==> src/rtl/ts_link_monitor.sv <==
// Trigger-scintillator link monitor: per-channel 8b/10b alignment FSM, saturating
// error/word counters and a strobe/ack register interface, all on axi_clk.
module ts_link_monitor #(
    parameter int NUM_CH     = 2,
    parameter int CNT_W      = 16,
    parameter int DEF_ALIGN  = 45,
    parameter int LOSS_COUNT = 4
) (
    input  logic                  axi_clk,
    input  logic                  reset_n,
    input  logic [2*NUM_CH-1:0]   rx_k,
    input  logic [2*NUM_CH-1:0]   rx_err,
    input  logic [16*NUM_CH-1:0]  rx_d,
    input  logic                  axi_wstr,
    input  logic                  axi_rstr,
    input  logic [7:0]            axi_waddr,
    input  logic [7:0]            axi_raddr,
    input  logic [31:0]           axi_din,
    output logic                  axi_wack,
    output logic                  axi_rack,
    output logic [31:0]           axi_dout,
    output logic [NUM_CH-1:0]     link_up
);

    typedef enum logic [1:0] {
        ST_DOWN     = 2'd0,
        ST_ALIGNING = 2'd1,
        ST_UP       = 2'd2
    } ch_state_t;

    localparam int LW = $clog2(LOSS_COUNT + 1);

    logic [2:0]       wdly;
    logic [4:0]       rdly;
    logic             wr_pulse;
    logic             ctrl_clr;
    logic [7:0]       ctrl_mask;
    logic [11:0]      align_thr;
    logic [11:0]      thr_eff;
    logic [31:0]      rd_data;
    logic             unused_din;

    logic [1:0]       st_arr   [NUM_CH];
    logic [11:0]      run_arr  [NUM_CH];
    logic [CNT_W-1:0] err_arr  [NUM_CH];
    logic [CNT_W-1:0] word_arr [NUM_CH];

    assign unused_din = ^axi_din[31:16];

    // Strobe delay lines; a write fires once, on the third cycle of the strobe.
    always_ff @(posedge axi_clk or negedge reset_n) begin
        if (!reset_n) begin
            wdly     <= '0;
            rdly     <= '0;
            axi_dout <= '0;
        end else begin
            wdly     <= axi_wstr ? {wdly[1:0], 1'b1} : '0;
            rdly     <= axi_rstr ? {rdly[3:0], 1'b1} : '0;
            axi_dout <= axi_rstr ? rd_data : '0;
        end
    end

    assign wr_pulse = wdly[1] & ~wdly[2];
    assign axi_wack = wdly[2];
    assign axi_rack = rdly[4];

    always_ff @(posedge axi_clk or negedge reset_n) begin
        if (!reset_n) begin
            ctrl_clr  <= 1'b0;
            ctrl_mask <= '1;
            align_thr <= 12'(DEF_ALIGN);
        end else begin
            if (wr_pulse && axi_waddr == 8'h00) begin
                ctrl_clr  <= axi_din[0];
                ctrl_mask <= axi_din[15:8];
            end else begin
                ctrl_clr  <= 1'b0;
            end
            if (wr_pulse && axi_waddr == 8'h01)
                align_thr <= axi_din[11:0];
        end
    end

    assign thr_eff = (align_thr == '0) ? 12'd1 : align_thr;

    for (genvar c = 0; c < NUM_CH; c++) begin : g_ch
        logic [1:0]       k;
        logic [1:0]       e;
        logic [15:0]      d;
        logic             en;
        logic             comma;
        logic             errw;
        logic             clean_data;
        logic             unused_hi;
        ch_state_t        st_q;
        logic [11:0]      run_q;
        logic [LW-1:0]    loss_q;
        logic             up_q;
        logic [CNT_W-1:0] err_q;
        logic [CNT_W-1:0] word_q;

        assign k          = rx_k[2*c +: 2];
        assign e          = rx_err[2*c +: 2];
        assign d          = rx_d[16*c +: 16];
        assign unused_hi  = ^d[15:8];
        assign en         = ctrl_mask[c];
        assign errw       = |e;
        assign comma      = (k == 2'b01) && (d[7:0] == 8'hBC) && !errw;
        assign clean_data = (k == 2'b00) && !errw;

        always_ff @(posedge axi_clk or negedge reset_n) begin
            if (!reset_n) begin
                st_q   <= ST_DOWN;
                run_q  <= '0;
                loss_q <= '0;
                up_q   <= 1'b0;
            end else if (!en) begin
                st_q   <= ST_DOWN;
                run_q  <= '0;
                loss_q <= '0;
                up_q   <= 1'b0;
            end else begin
                case (st_q)
                    ST_DOWN: begin
                        if (comma) begin
                            run_q  <= 12'd1;
                            loss_q <= '0;
                            if (thr_eff == 12'd1) begin
                                st_q <= ST_UP;
                                up_q <= 1'b1;
                            end else begin
                                st_q <= ST_ALIGNING;
                            end
                        end
                    end
                    ST_ALIGNING: begin
                        if (errw) begin
                            st_q  <= ST_DOWN;
                            run_q <= '0;
                        end else if (comma) begin
                            run_q <= run_q + 12'd1;
                            if (run_q + 12'd1 >= thr_eff) begin
                                st_q <= ST_UP;
                                up_q <= 1'b1;
                            end
                        end else begin
                            run_q <= '0;
                        end
                    end
                    ST_UP: begin
                        if (errw) begin
                            if (loss_q + LW'(1) == LW'(LOSS_COUNT)) begin
                                st_q   <= ST_DOWN;
                                run_q  <= '0;
                                loss_q <= '0;
                                up_q   <= 1'b0;
                            end else begin
                                loss_q <= loss_q + LW'(1);
                            end
                        end else begin
                            loss_q <= '0;
                        end
                    end
                    default: begin
                        st_q  <= ST_DOWN;
                        run_q <= '0;
                        up_q  <= 1'b0;
                    end
                endcase
            end
        end

        // Clear has priority over any same-cycle increment.
        always_ff @(posedge axi_clk or negedge reset_n) begin
            if (!reset_n) begin
                err_q  <= '0;
                word_q <= '0;
            end else if (ctrl_clr) begin
                err_q  <= '0;
                word_q <= '0;
            end else begin
                if (en && errw && err_q != '1)
                    err_q <= err_q + CNT_W'(1);
                if (st_q == ST_UP && clean_data && word_q != '1)
                    word_q <= word_q + CNT_W'(1);
            end
        end

        assign link_up[c]  = up_q;
        assign st_arr[c]   = st_q;
        assign run_arr[c]  = run_q;
        assign err_arr[c]  = err_q;
        assign word_arr[c] = word_q;
    end

    always_comb begin
        rd_data = '0;
        case (axi_raddr)
            8'h00: rd_data = {16'h0000, ctrl_mask, 7'b0, ctrl_clr};
            8'h01: rd_data = {20'h00000, align_thr};
            8'h02: begin
                rd_data[NUM_CH-1:0] = link_up;
                rd_data[15:8]       = 8'(NUM_CH);
            end
            8'h03: rd_data = 32'hbeef0002;
            default: ;
        endcase
        for (int unsigned c = 0; c < NUM_CH; c++) begin
            if (axi_raddr == 8'h10 + 8'(c))
                rd_data[CNT_W-1:0] = err_arr[c];
            if (axi_raddr == 8'h20 + 8'(c))
                rd_data[CNT_W-1:0] = word_arr[c];
            if (axi_raddr == 8'h30 + 8'(c))
                rd_data = {4'h0, run_arr[c], 14'h0000, st_arr[c]};
        end
    end

endmodule

==> config.mk <==
export PLATFORM = sky130hd
export DESIGN_NAME = ts_link_monitor
export DESIGN_NICKNAME = d
export VERILOG_FILES = /design/src/rtl/ts_link_monitor.sv
export SDC_FILE = /design/constraint.sdc
export NUM_CORES = 1
export LEC_CHECK = 0
export ABC_AREA = 1
export CAP_MARGIN = 20
export CORE_MARGIN = 2
export CORE_UTILIZATION = 23
export CTS_CLUSTER_SIZE = 40
export DETAILED_ROUTE_END_ITERATION = 8
export SETUP_SLACK_MARGIN = 0.4
export SLEW_MARGIN = 20
export SYNTH_ARGS = -nofsm -noshare
export SYNTH_HDL_FRONTEND = slang
export SYNTH_SLANG_ARGS = --single-unit
==> constraint.sdc <==
create_clock -name axi_clk -period 2.2 [get_ports axi_clk]
set_input_delay 0.44 -clock axi_clk [delete_from_list [all_inputs] [get_ports axi_clk]]
set_output_delay 0.44 -clock axi_clk [all_outputs]
set_load 0.05 [all_outputs]
## Word-level counts from Yosys, hierarchy flattened

Index checks and enable logic that the tools add are counted.

- Bits in registers: 161
- Bits of input ports: 92

- Add/subtract/negate cells: 8
- $lt $le $gt $ge: 2
- Eq/ne operators: 45
- Multiplexer cells: 81
- Bitwise gates (word level): 2
- Reductions and logical operators: 39

Operators by type and width:

| operator | count |
|---|---|
| two-way mux 16 bit | 13 |
| two-way mux 12 bit | 13 |
| two-way mux 32 bit | 3 |
| one-hot mux 12 bit (3 select lines) | 2 |
| adder 16 x 1 -> 16 bit, second input constant | 4 |
| != test 16 bit, second input constant | 4 |
| != test 3 bit, second input constant | 14 |
| == test 8 x 6 -> 1 bit, second input constant | 4 |
| two-way mux 2 bit | 15 |
| two-way mux 3 bit | 9 |
| adder 12 x 1 -> 12 bit, second input constant | 2 |
| greater-or-equal comparator 12 bit | 2 |
| one-hot mux 8 bit (3 select lines) | 1 |
| == test 8 x 1 -> 1 bit, second input constant | 2 |
| == test 8 x 2 -> 1 bit, second input constant | 2 |
| == test 8 x 5 -> 1 bit, second input constant | 2 |
| == test 8 bit, second input constant | 2 |
| logical AND 1 bit | 16 |
| zero test 8 bit | 2 |
| two-way mux 1 bit | 16 |
| != test 4 bit, second input constant | 4 |
| AND reduction 7 bit | 2 |
| == test 12 x 1 -> 1 bit, second input constant | 1 |
| zero test 12 bit | 1 |
| 20 further kinds | 41 |

## Logic depth before layout (Yosys ltp)

Gate-level depths: netlist of run 1.

- Word-level depth: 9
- Depth in mapped cells: 20

## Worst setup path before layout of run 1

OpenSTA, ideal clock, no wires.

- Path kind: register to register
- Start: register g_ch[1].run_q[2]
- End: register g_ch[1].st_q[1]
- Arrival: 2.241 ns
- Required time: 2.076 ns
- Setup slack: -0.166 ns
- Stages on the path, launching flop included: 16
- Cell sequence: dfrtp_1 > nand3_1 > nor2_1 > nand2_1 > nor3_2 > nand3_1 > nor3_2 > xor2_1 > inv_1 > ha_1 > a211oi_1 > nand2_1 > nor2_1 > nand3_1 > nand3_1 > nand2_1

- Longest elaborated chain between the ends: 4

RTL lines:

| item | RTL line | text |
|---|---|---|
| from (decl) | 96 | `logic [11:0] run_q;` |
| from (signal assigned) | 141 | `run_q <= run_q + 12'd1;` |
| adder 12 x 1 -> 12 bit | 142 | `if (run_q + 12'd1 >= thr_eff) begin` |
| greater-or-equal comparator 12 bit | 142 |  |
| != test 4 bit (no line) | n/a |  |
| AND reduction 5 bit (no line) | n/a |  |
| to (signal assigned) | 138 | `st_q <= ST_DOWN;` |
| to (signal assigned) | 143 | `st_q <= ST_UP;` |
| to (signal assigned) | 153 | `st_q <= ST_DOWN;` |
| to (decl) | 95 | `ch_state_t st_q;` |

No other way between the ends.
A chain may end at the register's enable or synchronous reset.

## Worst setup path after layout of run 1

- Start: register g_ch[1].run_q[2]
- End: register g_ch[1].up_q

- Longest elaborated chain between the ends: 4

RTL lines:

| item | RTL line | text |
|---|---|---|
| adder 12 x 1 -> 12 bit | 142 |  |
| greater-or-equal comparator 12 bit | 142 |  |
| != test 3 bit (no line) | n/a |  |
| AND reduction 7 bit (no line) | n/a |  |
| to (signal assigned) | 144 | `up_q <= 1'b1;` |
| to (signal assigned) | 156 | `up_q <= 1'b0;` |
| to (signal assigned) | 167 | `up_q <= 1'b0;` |
| to (decl) | 98 | `logic up_q;` |

No other way between the ends.

==> results of run 1 <==
[cells in the mapped netlist, types with 15 or more instances]
master,number
a211oi_1,18
a21oi_1,63
clkbuf_1,15
dfrtp_1,146
ha_1,32
inv_1,182
nand2_1,229
nand3_1,73
nand4_1,18
nor2_1,89
nor3_1,36
o21ai_0,94
o22ai_1,18
xor2_1,20
[through the flow]
stage                     instances  cell area, sq um  setup TNS, ps  total power [W]  hold WS, ps
after CTS                      1931             12600          -1670          0.00667          441
after global routing           1964             13400          -3090          0.00692          460
after global placement         1883             11600         -10190          0.00354          360
after detailed placement       1883             11600         -11000          0.00355          361
after floorplan                1168              9110           -803          0.00323          144
final                          1965             13400          -1920          0.00669          439
[area by class of cell]
| class | count | area (sq um) |
|---|---|---|
| Tap cell | 518 | 648 |
| Multi-Input combinational cell | 794 | 5090 |
| Inverter | 189 | 714 |
| Sequential cell | 158 | 3980 |
| Antenna cell | 1 | 2.50 |
| Fill cell | 3914 | 25400 |
| Timing Repair Buffer | 273 | 2390 |
| Clock buffer | 18 | 439 |
| Clock inverter | 14 | 169 |
[timing repair]
item,4_1_cts,5_1_grt
buffers inserted,14,32
cloned,1,1
endpoints found under the hold margin,26,0
setup endpoints to repair,88,107
pin swaps,29,57
hold buffers,1,0
resized for setup,133,174
[flip-flops by register name, indices dropped and copies added, names as in the netlist]
name,flops
g_ch.err_q,32
g_ch.word_q,32
axi_dout,29
g_ch.run_q,24
align_thr,12
ctrl_mask,8
g_ch.loss_q,6
rdly,5
g_ch.st_q,4
wdly,3
g_ch.up_q,2
ctrl_clr,1
[cells by family (layout without fill, tap and decap cells)]
family	Yosys count	count (layout)	synth area share
flip-flops	158	158	0.436
other	1	2	0.000412
XOR/XNOR	24	24	0.0231
buffers and inverters	217	494	0.0937
adder cells (fa/ha/maj)	32	32	0.0440
AND/OR/NAND/NOR	490	491	0.246
AO/OA/AOI/OAI	246	246	0.157
[final timing paths]
kind,endpoint,slack (ps),cells past startpoint
worst max-delay path,g_ch[1].up_q,-370,20
worst min-delay path,rdly[1],440,2
worst max register to register,g_ch[1].up_q,-370,20
worst min register to register,rdly[1],440,2
max in group asynchronous,g_ch[1].word_q[12],1090,3
min in group asynchronous,g_ch[1].word_q[8],450,2
[layer usage]
metal / global-route usage / part of all wire / vias to the layer above
met5: 0 / 0 / -
met3: 0.0220 / 0.049 / 46
met2: 0.241 / 0.50 / 238
met1: 0.187 / 0.43 / 4326
li1: - / - / 4412
met4: 0.0550 / 0.028 / 0
[critical path, cell delays in order, from the launching register on]
cell	delay, ps
dfrtp_1	360
nand3_2	100
nor2_2	110
nand2_2	90
nor3_4	160
nand3_2	130
nor3_2	130
xor2_1	210
inv_1	120
ha_4	290
nand2_2	60
inv_2	60
nand3_2	70
nor2_1	90
nand2_1	50
nor2_1	110
nor2_2	60
nand3_2	100
nand2_1	60
nand2_1	60
nand2_1	50
[placed cells by master (no fill, tap or decap), types with 21 or more instances in the layout]
cell	n
nand2_1	213
dfrtp_1	140
inv_2	23
a21oi_1	56
clkdlybuf4s50_1	46
o21ai_0	77
buf_4	154
ha_1	26
dlygate4sd2_1	24
nor2_4	21
inv_1	163
nor2_1	59
nand3_1	50
[where the power goes]
group	switching, W	internal (W)
clock	0.00129	0.00181
sequential	0.0000431	0.00296
combinational	0.000334	0.000262
==> reports/qor.csv, run 1 <==
stage;metric;value;unit
cts;htree depth;4;
floorplanning;Site Rows;72;
cts;worst skew pair latency;450;ps
worst_setup_path;Critical Path RT;2550;ps
drt;DR DRC count;0;
cts;Longest Clk Path Bufs;2;
final_layout;fin util;0.346;
sta;Max Clk Rate;389;MHz
status;violated checks;setup timing;
worst_setup_path;r2r startpoint;g_ch[1].run_q[2];
drt;Pre-Repair DR Iteration Count;5;
yosys;ranking of synthesized cells by area;dfrtp_1 40%, nand2_1 9.4%, inv_1 7.5%, o21ai_0 5.2%, ha_1 4.4%;
yosys;Synth Warn #;0;
worst_setup_path;Setup CP Type;register to register;
drt;antenna-violating nets left;0;
pwr;VDD IR max;0.464;mV
grt;GRT overflow;0;
final_layout;area growth from synthesis to layout;47.5;%
yosys;syn_nets;1292;
sta;setup ws final;-372;ps
yosys;post-synth top area cell;dfrtp_1;
drt;vias per cell;4.59;
place;RD Place Congestion;0.872;
yosys;top-area cell type share of the netlist area;0.401;
yosys;sequential share of the synthesized area;0.436;
floorplanning;IO Count;128;
cts;# clock sinks;158;
floorplanning;Die Y;203;um
flow_run;max_cap viols;0;
grt;GRT Total Usage;0.144;
yosys;syn avg cell area;7.79;sq um
place;dpl hpwl;22200;um
cts;TritonCTS clock tree;done;
grt;vias in the first global route;8596;
drt;via count;9022;
worst_setup_path;crit path from;g_ch[1].run_q[2];
drt;WL per Instance;15.3;um
drt;DRT iter0 DRCs;650;
floorplanning;core region area;38800;sq um
grt;first-pass GRT wire length;46100;um
final_layout;layout cell share with drive strength beyond 1;0.299;
worst_setup_path;worst-path fanout max;2;
hold_path;beginning of the worst hold path;rdly[0];
cts;Inserted Clock Buffers;17;
worst_setup_path;Setup crit start kind;register;
yosys;Cell variety after synth;50;
sta;clk_skew;11.6;ps
sta;RSZ-0062 raised after global routing;true;
place;pre-CTS WS;-400;ps
sta;final hold vios;0;
floorplanning;die area;41200;sq um
sta;Slew @ Worst Pin;541;ps
yosys;Synth Instances;1168;
pwr;Leak Pwr;6.25;nW
cts;CTS clk-pin slew, worst paths;70;ps
yosys;Synth Flop Type;dfrtp_1;
pwr;cell area power density;498;nW/um^2
hold_path;hold crit path type;register to register;
sta;Final Cycle Share;1.17;
drt;routed wire length;30000;um
sta;Setup violations, final;6;
yosys;ys async rst share;1.00;
floorplanning;Initial Utilization;0.234;
grt;initial antenna violation count;0;
worst_setup_path;Worst Setup End Kind;register;
yosys;number of synthesized flops with an enable pin;0;
grt;pin count of the biggest net entering global routing;50;
place;PortBufs;94;
sta;Slew Limit Fails;0;
status;status;finished with violations;
cts;clk root buf;clkbuf_16;
yosys;register bit total from synthesis;158;
yosys;synthesized area;9100;sq um
worst_setup_path;CP Data Arrival Time;2920;ps
final_layout;nets@finish;1557;
sta;relative slew slack;0.639;
floorplanning;Die Wd;203;um
sta;min cycle time layout;2570;ps
No activity file was read; power rests on OpenSTA's default activity.
==> run 2: changes to the inputs <==
--- a/config.mk
+++ b/config.mk
@@ -5,7 +5,7 @@
 export SDC_FILE = /design/constraint.sdc
 export NUM_CORES = 1
 export LEC_CHECK = 0
-export ABC_AREA = 1
+export ABC_AREA = 0
 export CAP_MARGIN = 20
 export CORE_MARGIN = 2
 export CORE_UTILIZATION = 23
==> run 2 against run 1 <==
Effect of this change:
- the run still ends with setup timing left
- routed wire length is 2.8% lower
- via count is 8.3% lower
- synthesized cell count is 23% lower
- clock skew is 0.88 ps higher
- area after synthesis is 4.3% lower
- sequential share of layout area hardly changed
- die area is 4.2% lower
==> reports/qor.csv, run 2 <==
stage;metric;value;unit
final_layout;Non-Filler Instances;1739;
yosys;syn_nets;1029;
drt;Pre-Repair DR Iteration Count;5;
drt;routed wire length;29200;um
grt;initial antenna violation count;0;
status;violated checks;setup timing;
yosys;synthesized area;8710;sq um
drt;vias per cell;4.76;
worst_setup_path;crit path from;g_ch[1].run_q[1];
yosys;top cells by count, synth;146 x dfrtp_1, 120 x nor2_1, 58 x nand2_1;
worst_setup_path;Reg2Reg Setup Slack;-480;ps
hold_path;hold crit path type;register to register;
pwr;Gate power share;0.240;
place;RD Place Congestion;0.856;
yosys;Synth Flop Type;dfrtp_1;
yosys;sequential share of the synthesized area;0.456;
drt;DR DRC count;0;
drt;antenna-violating nets left;0;
worst_setup_path;Worst Path Buf+Inv;0;
final_layout;nets@finish;1339;
pwr;Leak Pwr;6.01;nW
final_layout;# diodes;0;
final_layout;most common cell after layout, fill and taps aside;buf_4;
sta;Setup violations, final;7;
grt;GRT Total Usage;0.148;
worst_setup_path;Worst Setup End Kind;register;
yosys;post-synth top area cell;dfrtp_1;
cts;Inserted Clock Buffers;17;
sta;clk_skew;12.5;ps
drt;WL per Instance;16.8;um
cts;TritonCTS clock tree;done;
yosys;Synth Warn #;0;
cts;htree depth;4;
sta;Max Clk Rate;373;MHz
cts;CTS clk-pin slew, worst paths;70;ps
grt;pin count of the biggest net entering global routing;65;
floorplanning;die area;39500;sq um
worst_setup_path;Crit path depth;12;
worst_setup_path;Top Family by Delay on Critical Path;simple AND/OR/NAND/NOR gates;
yosys;register bit total from synthesis;158;
place;Cells after DPL;1618;
floorplanning;IO Count;128;
sta;min cycle time layout;2680;ps
floorplanning;Die Y;199;um
final_layout;layout cell share with drive strength beyond 1;0.389;
worst_setup_path;Setup crit start kind;register;
worst_setup_path;reg2reg end;g_ch[1].up_q;
pwr;clock network fraction of total power;0.347;
worst_setup_path;crit-path max cell delay;410;ps
flow_run;max_cap viols;0;
final_layout;area growth from synthesis to layout;54.6;%
grt;GRT overflow;0;
floorplanning;Site Rows;71;
floorplanning;Die Wd;199;um
status;status;finished with violations;
cts;Longest Clk Path Bufs;2;
final_layout;largest registers;g_ch.err_q x32, g_ch.word_q x32, axi_dout x29;
worst_setup_path;CP Data Arrival Time;3050;ps
sta;Slew Limit Fails;0;
sta;setup ws final;-481;ps
sta;relative slew slack;0.528;
worst_setup_path;critical path endpoint;g_ch[1].up_q;
yosys;ys async rst share;1.00;
yosys;ranking of synthesized cells by area;dfrtp_1 42%, nor2_1 5.2%, ha_1 4.6%, xor2_1 4.4%, dfstp_2 3.6%;
sta;setup TNS;-2240;ps
floorplanning;Initial Utilization;0.232;
sta;final hold vios;0;
pwr;Pwr Total;0.00859;W
sta;Final Cycle Share;1.22;
yosys;top-area cell type share of the netlist area;0.419;
yosys;syn avg cell area;9.63;sq um
sta;RSZ-0062 raised after global routing;true;
worst_setup_path;Critical Path Slowest Stage Cell;or4_1;
worst_setup_path;Critical Path RT;2570;ps
place;dpl hpwl;20500;um
final_layout;Fillers;3751;
pwr;Int Pwr;0.00573;W
hold_path;Hold Path Stages;1;
drt;DRT iter0 DRCs;489;
worst_setup_path;reg2reg path depth;12;
sta;Slew @ Worst Pin;708;ps
place;PortBufs;94;
pwr;VDD IR max;0.537;mV
worst_setup_path;Setup CP Type;register to register;
worst_setup_path;r2r startpoint;g_ch[1].run_q[1];
grt;vias in the first global route;8284;
cts;# clock sinks;158;
worst_setup_path;worst-path fanout max;3;
cts;clk root buf;clkbuf_16;
yosys;number of synthesized flops with an enable pin;0;
yosys;most frequent cell after synthesis;dfrtp_1;
final_layout;most frequent cells in the layout;198 x buf_4, 129 x dfrtp_1, 107 x nor2_1;
yosys;Cell variety after synth;73;
yosys;Synth Instances;905;
floorplanning;core region area;37500;sq um
pwr;Flop pwr share;0.413;
pwr;cell area power density;638;nW/um^2
pwr;net switching power figure;0.00286;W
drt;via count;8272;
pwr;Sw Ratio;0.333;
grt;first-pass GRT wire length;45000;um
cts;worst skew pair latency;440;ps
worst_setup_path;CP cell instances;ha_2, nand4_1, nor2_2, nand3_2, xnor2_2, ha_1, and3_4, nand3_2, or4_1, a21o_1, nand4_1, a21bo_2;
## run 2: final cells by class
type,count,area (sq um),share of cell area
Sequential cell,158,3990,0.296
Clock inverter,15,166,0.0124
Inverter,27,101,0.00753
Clock buffer,17,425,0.0316
Multi-Input combinational cell,682,5310,0.394
Tap cell,511,639,0.0475
Timing Repair Buffer,329,2840,0.211
## run 2: worst min path at each step
| stage | end | startpoint |
|---|---|---|
| floorplan | align_thr[10] | reset_n |
| global placement | axi_dout[23] | reset_n |
| detailed placement | axi_dout[23] | reset_n |
| CTS | rdly[1] | rdly[0] |
| global route | wdly[0] | axi_wstr |
| finish | rdly[1] | rdly[0] |
## run 2: kinds of logic (layout without fill, tap and decap cells)
group | after synthesis | in the layout | share of synthesized area
fa+ha+maj | 32 | 32 | 0.0460
other cells | 1 | 1 | 0.000430
mux | 34 | 34 | 0.0421
xor+xnor | 71 | 71 | 0.0714
simple gates | 353 | 353 | 0.203
buf+inv | 65 | 388 | 0.0326
compound gates | 191 | 191 | 0.149
flops | 158 | 158 | 0.456
## run 2: repair_timing
| action | CTS | global route |
|---|---|---|
| pin swaps | 66 | 73 |
| setup buffers | 50 | 36 |
| hold buffers | 1 | 0 |
| gates cloned | 2 | 0 |
| hold endpoints to repair | 38 | 0 |
| gates resized for setup | 190 | 127 |
| endpoints found under the setup margin | 144 | 120 |
## run 2: layer usage
layer | GRT usage | share of wire | vias up
met3 | 0.0287 | 0.045 | 34
met5 | 0 | 0 | -
met2 | 0.243 | 0.48 | 233
li1 | - | - | 3901
met1 | 0.194 | 0.45 | 4104
met4 | 0.0503 | 0.023 | 0
## run 2: through the flow
stage	hold slack, ps	utilization	instance area [sq um]	setup WS [ps]
floorplan	144	-	8870	-355
global placement	400	0.305	11400	-425
detailed placement	404	0.305	11400	-451
CTS	466	0.342	12800	-394
global route	480	0.359	13500	-602
finish	463	0.359	13500	-481
## run 2: power by group through the flow
stage	clock [W]	sequential [W]	combinational, W
floorplan	0	0.00351	0.00100
finish	0.00298	0.00355	0.00206
detailed placement	0	0.00356	0.00167
CTS	0.00303	0.00352	0.00189
global placement	0	0.00354	0.00163
global route	0.00317	0.00359	0.00229
## run 2: worst reg2reg max path: stages, from the launching register on
cell and delay [ps]:
dfrtp_1 390, ha_2 200, nand4_1 140, nor2_2 190, nand3_2 110, xnor2_2 160
ha_1 300, and3_4 190, nand3_2 60, or4_1 410, a21o_1 170, nand4_1 150
a21bo_2 160
==> run 3: changes to the inputs <==
--- a/config.mk
+++ b/config.mk
@@ -11,6 +11,7 @@
 export CORE_UTILIZATION = 23
 export CTS_CLUSTER_SIZE = 40
 export DETAILED_ROUTE_END_ITERATION = 8
+export RECOVER_POWER = 50
 export SETUP_SLACK_MARGIN = 0.4
 export SLEW_MARGIN = 20
 export SYNTH_ARGS = -nofsm -noshare
==> run 3 against run 2 <==
Effect of this change:
- the flow still finishes with violations (setup timing)
- clock power hardly changed
- routed wire length about the same
- sequential cell count stayed put
- non-clock buffer count unchanged
- final cell count unchanged
- clock skew is essentially flat
- highest routed layer unchanged
==> reports/qor.csv, run 3 (same netlist as run 2, synthesis figures left out) <==
stage;metric;value;unit
status;status;finished with violations;
status;violated checks;setup timing;
cts;CTS clk-pin slew, worst paths;70;ps
worst_setup_path;CP cell instances;ha_2, nand4_1, nor2_2, nand3_2, xnor2_2, ha_1, and3_4, nand3_2, or4_1, a21o_1, nand4_1, a211oi_2;
floorplanning;Die Wd;199;um
place;dpl hpwl;20500;um
floorplanning;IO Count;128;
sta;min cycle time layout;2690;ps
floorplanning;Die Y;199;um
pwr;cell area power density;641;nW/um^2
cts;Longest Clk Path Bufs;2;
worst_setup_path;r2r startpoint;g_ch[1].run_q[1];
final_layout;largest registers;g_ch.err_q x32, g_ch.word_q x32, axi_dout x29;
cts;Inserted Clock Buffers;17;
final_layout;# diodes;0;
worst_setup_path;worst-path fanout max;3;
drt;vias per cell;4.77;
flow_run;max_cap viols;0;
drt;DR DRC count;0;
place;Cells after DPL;1618;
final_layout;Non-Filler Instances;1739;
final_layout;layout cell share with drive strength beyond 1;0.385;
pwr;clock network fraction of total power;0.348;
grt;first-pass GRT wire length;45000;um
worst_setup_path;Worst Setup End Kind;register;
cts;worst skew pair latency;440;ps
place;PortBufs;94;
sta;relative slew slack;0.271;
hold_path;Hold Path Stages;1;
worst_setup_path;Worst Path Buf+Inv;0;
sta;Setup violations, final;7;
hold_path;beginning of the worst hold path;rdly[0];
floorplanning;Site Rows;71;
sta;clk_skew;12.8;ps
pwr;Int Pwr;0.00572;W
place;RD Place Congestion;0.856;
drt;antenna-violating nets left;0;
sta;Final Cycle Share;1.22;
pwr;Gate power share;0.238;
grt;GRT Total Usage;0.148;
grt;vias in the first global route;8284;
sta;RSZ-0062 raised after global routing;true;
sta;final hold vios;0;
cts;htree depth;4;
pwr;Sw Ratio;0.333;
worst_setup_path;crit-path max cell delay;410;ps
grt;pin count of the biggest net entering global routing;65;
worst_setup_path;reg2reg end;g_ch[1].st_q[0];
pwr;Leak Pwr;5.98;nW
worst_setup_path;CP Data Arrival Time;3000;ps
worst_setup_path;Top Family by Delay on Critical Path;simple AND/OR/NAND/NOR gates;
worst_setup_path;Setup CP Type;register to register;
sta;Slew Limit Fails;0;
floorplanning;core region area;37500;sq um
cts;TritonCTS clock tree;done;
worst_setup_path;Setup crit start kind;register;
drt;Pre-Repair DR Iteration Count;8;
sta;Slew @ Worst Pin;1090;ps
final_layout;area growth from synthesis to layout;53.7;%
final_layout;most frequent cells in the layout;196 x buf_4, 130 x dfrtp_1, 107 x nor2_1;
drt;via count;8293;
pwr;net switching power figure;0.00286;W
drt;WL per Instance;16.8;um
cts;# clock sinks;158;
drt;routed wire length;29200;um
pwr;Pwr Total;0.00858;W
final_layout;nets@finish;1339;
sta;Max Clk Rate;372;MHz
worst_setup_path;Critical Path RT;2520;ps
pwr;VDD IR max;0.539;mV
final_layout;most common cell after layout, fill and taps aside;buf_4;
worst_setup_path;Reg2Reg Setup Slack;-490;ps
worst_setup_path;Critical Path Slowest Stage Cell;or4_1;
floorplanning;die area;39500;sq um
grt;initial antenna violation count;0;
pwr;Flop pwr share;0.413;
floorplanning;Initial Utilization;0.232;
sta;setup ws final;-487;ps
drt;DRT iter0 DRCs;453;
worst_setup_path;reg2reg path depth;12;
cts;clk root buf;clkbuf_16;
hold_path;hold crit path type;register to register;
grt;GRT overflow;0;
hold_path;hold path endpoint;rdly[1];
## run 3: changes by cell type in the layout (fill, tap and decap cells not counted), moves of 2 or more
| cell | previous run | this run |
|---|---|---|
| clkbuf_2 | 7 | 9 |
| clkbuf_4 | 0 | 3 |
| nor3_1 | 12 | 14 |
| clkdlybuf4s50_1 | 28 | 26 |
| and2_1 | 9 | 4 |
| dlygate4sd3_1 | 1 | 3 |
| and2_0 | 0 | 5 |
| buf_12 | 7 | 4 |
| buf_4 | 198 | 196 |
## run 3: stage by stage
step	instance area, sq um	utilization	setup WS, ps	hold WS [ps]	TNS [ps]
final	13400	0.357	-487	466	-2260
after global routing	13400	0.357	-602	494	-5680
after CTS	12800	0.342	-394	466	-2010
after detailed placement	11400	0.305	-451	404	-25520
after global placement	11400	0.305	-425	400	-23080
after floorplan	8870	-	-355	144	-1280
## run 3: cell type report
class                   instances  area [sq um]
well taps                     511           639
inverters                      27           101
fillers                      3762         24100
multi-input cells             682          5280
repair buffers                329          2790
flip-flops and latches        158          3990
clock inverters                15           166
clock buffers                  17           425
## run 3: worst reg2reg max path: cells and delay by family, from the launching register on
family | cells | cell delay (ps)
DFF | 1 | 390
and+or+nand+nor | 7 | 1260
AOI/OAI and AO/OA | 2 | 270
xor gates and xnor gates | 1 | 160
adders and majority gates | 2 | 500
## run 3: worst max path at each step
stage	startpoint	to	slack [ps]	cells after the start
CTS	g_ch[1].run_q[0]	g_ch[1].st_q[0]	-390	12
detailed placement	rx_err[3]	g_ch[1].word_q[9]	-450	7
floorplan	g_ch[1].run_q[6]	g_ch[1].st_q[0]	-360	11
global route	g_ch[1].run_q[0]	g_ch[1].up_q	-600	12
finish	g_ch[1].run_q[1]	g_ch[1].st_q[0]	-490	12
global placement	rx_err[3]	g_ch[1].word_q[9]	-430	7
## run 3: what timing repair did
| action | CTS | global route |
|---|---|---|
| endpoints found under the setup margin | 144 | 120 |
| hold buffers | 1 | 0 |
| gates resized for setup | 190 | 127 |
| endpoints found under the hold margin | 38 | 0 |
| gates cloned | 2 | 0 |
| buffers inserted | 50 | 36 |
| pin swaps | 66 | 73 |
## run 3: power groups by stage
stage,logic [W],registers [W],clock network [W]
after detailed placement,0.00167,0.00356,0
final,0.00205,0.00355,0.00299
after CTS,0.00189,0.00352,0.00303
after floorplan,0.00100,0.00351,0
after global placement,0.00163,0.00354,0
after global routing,0.00227,0.00359,0.00317
## run 3: routing by layer
metal	track usage	wire [um]
met1	0.194	13100
met2	0.243	14100
met3	0.0287	1290
met4	0.0503	685
met5	0	0
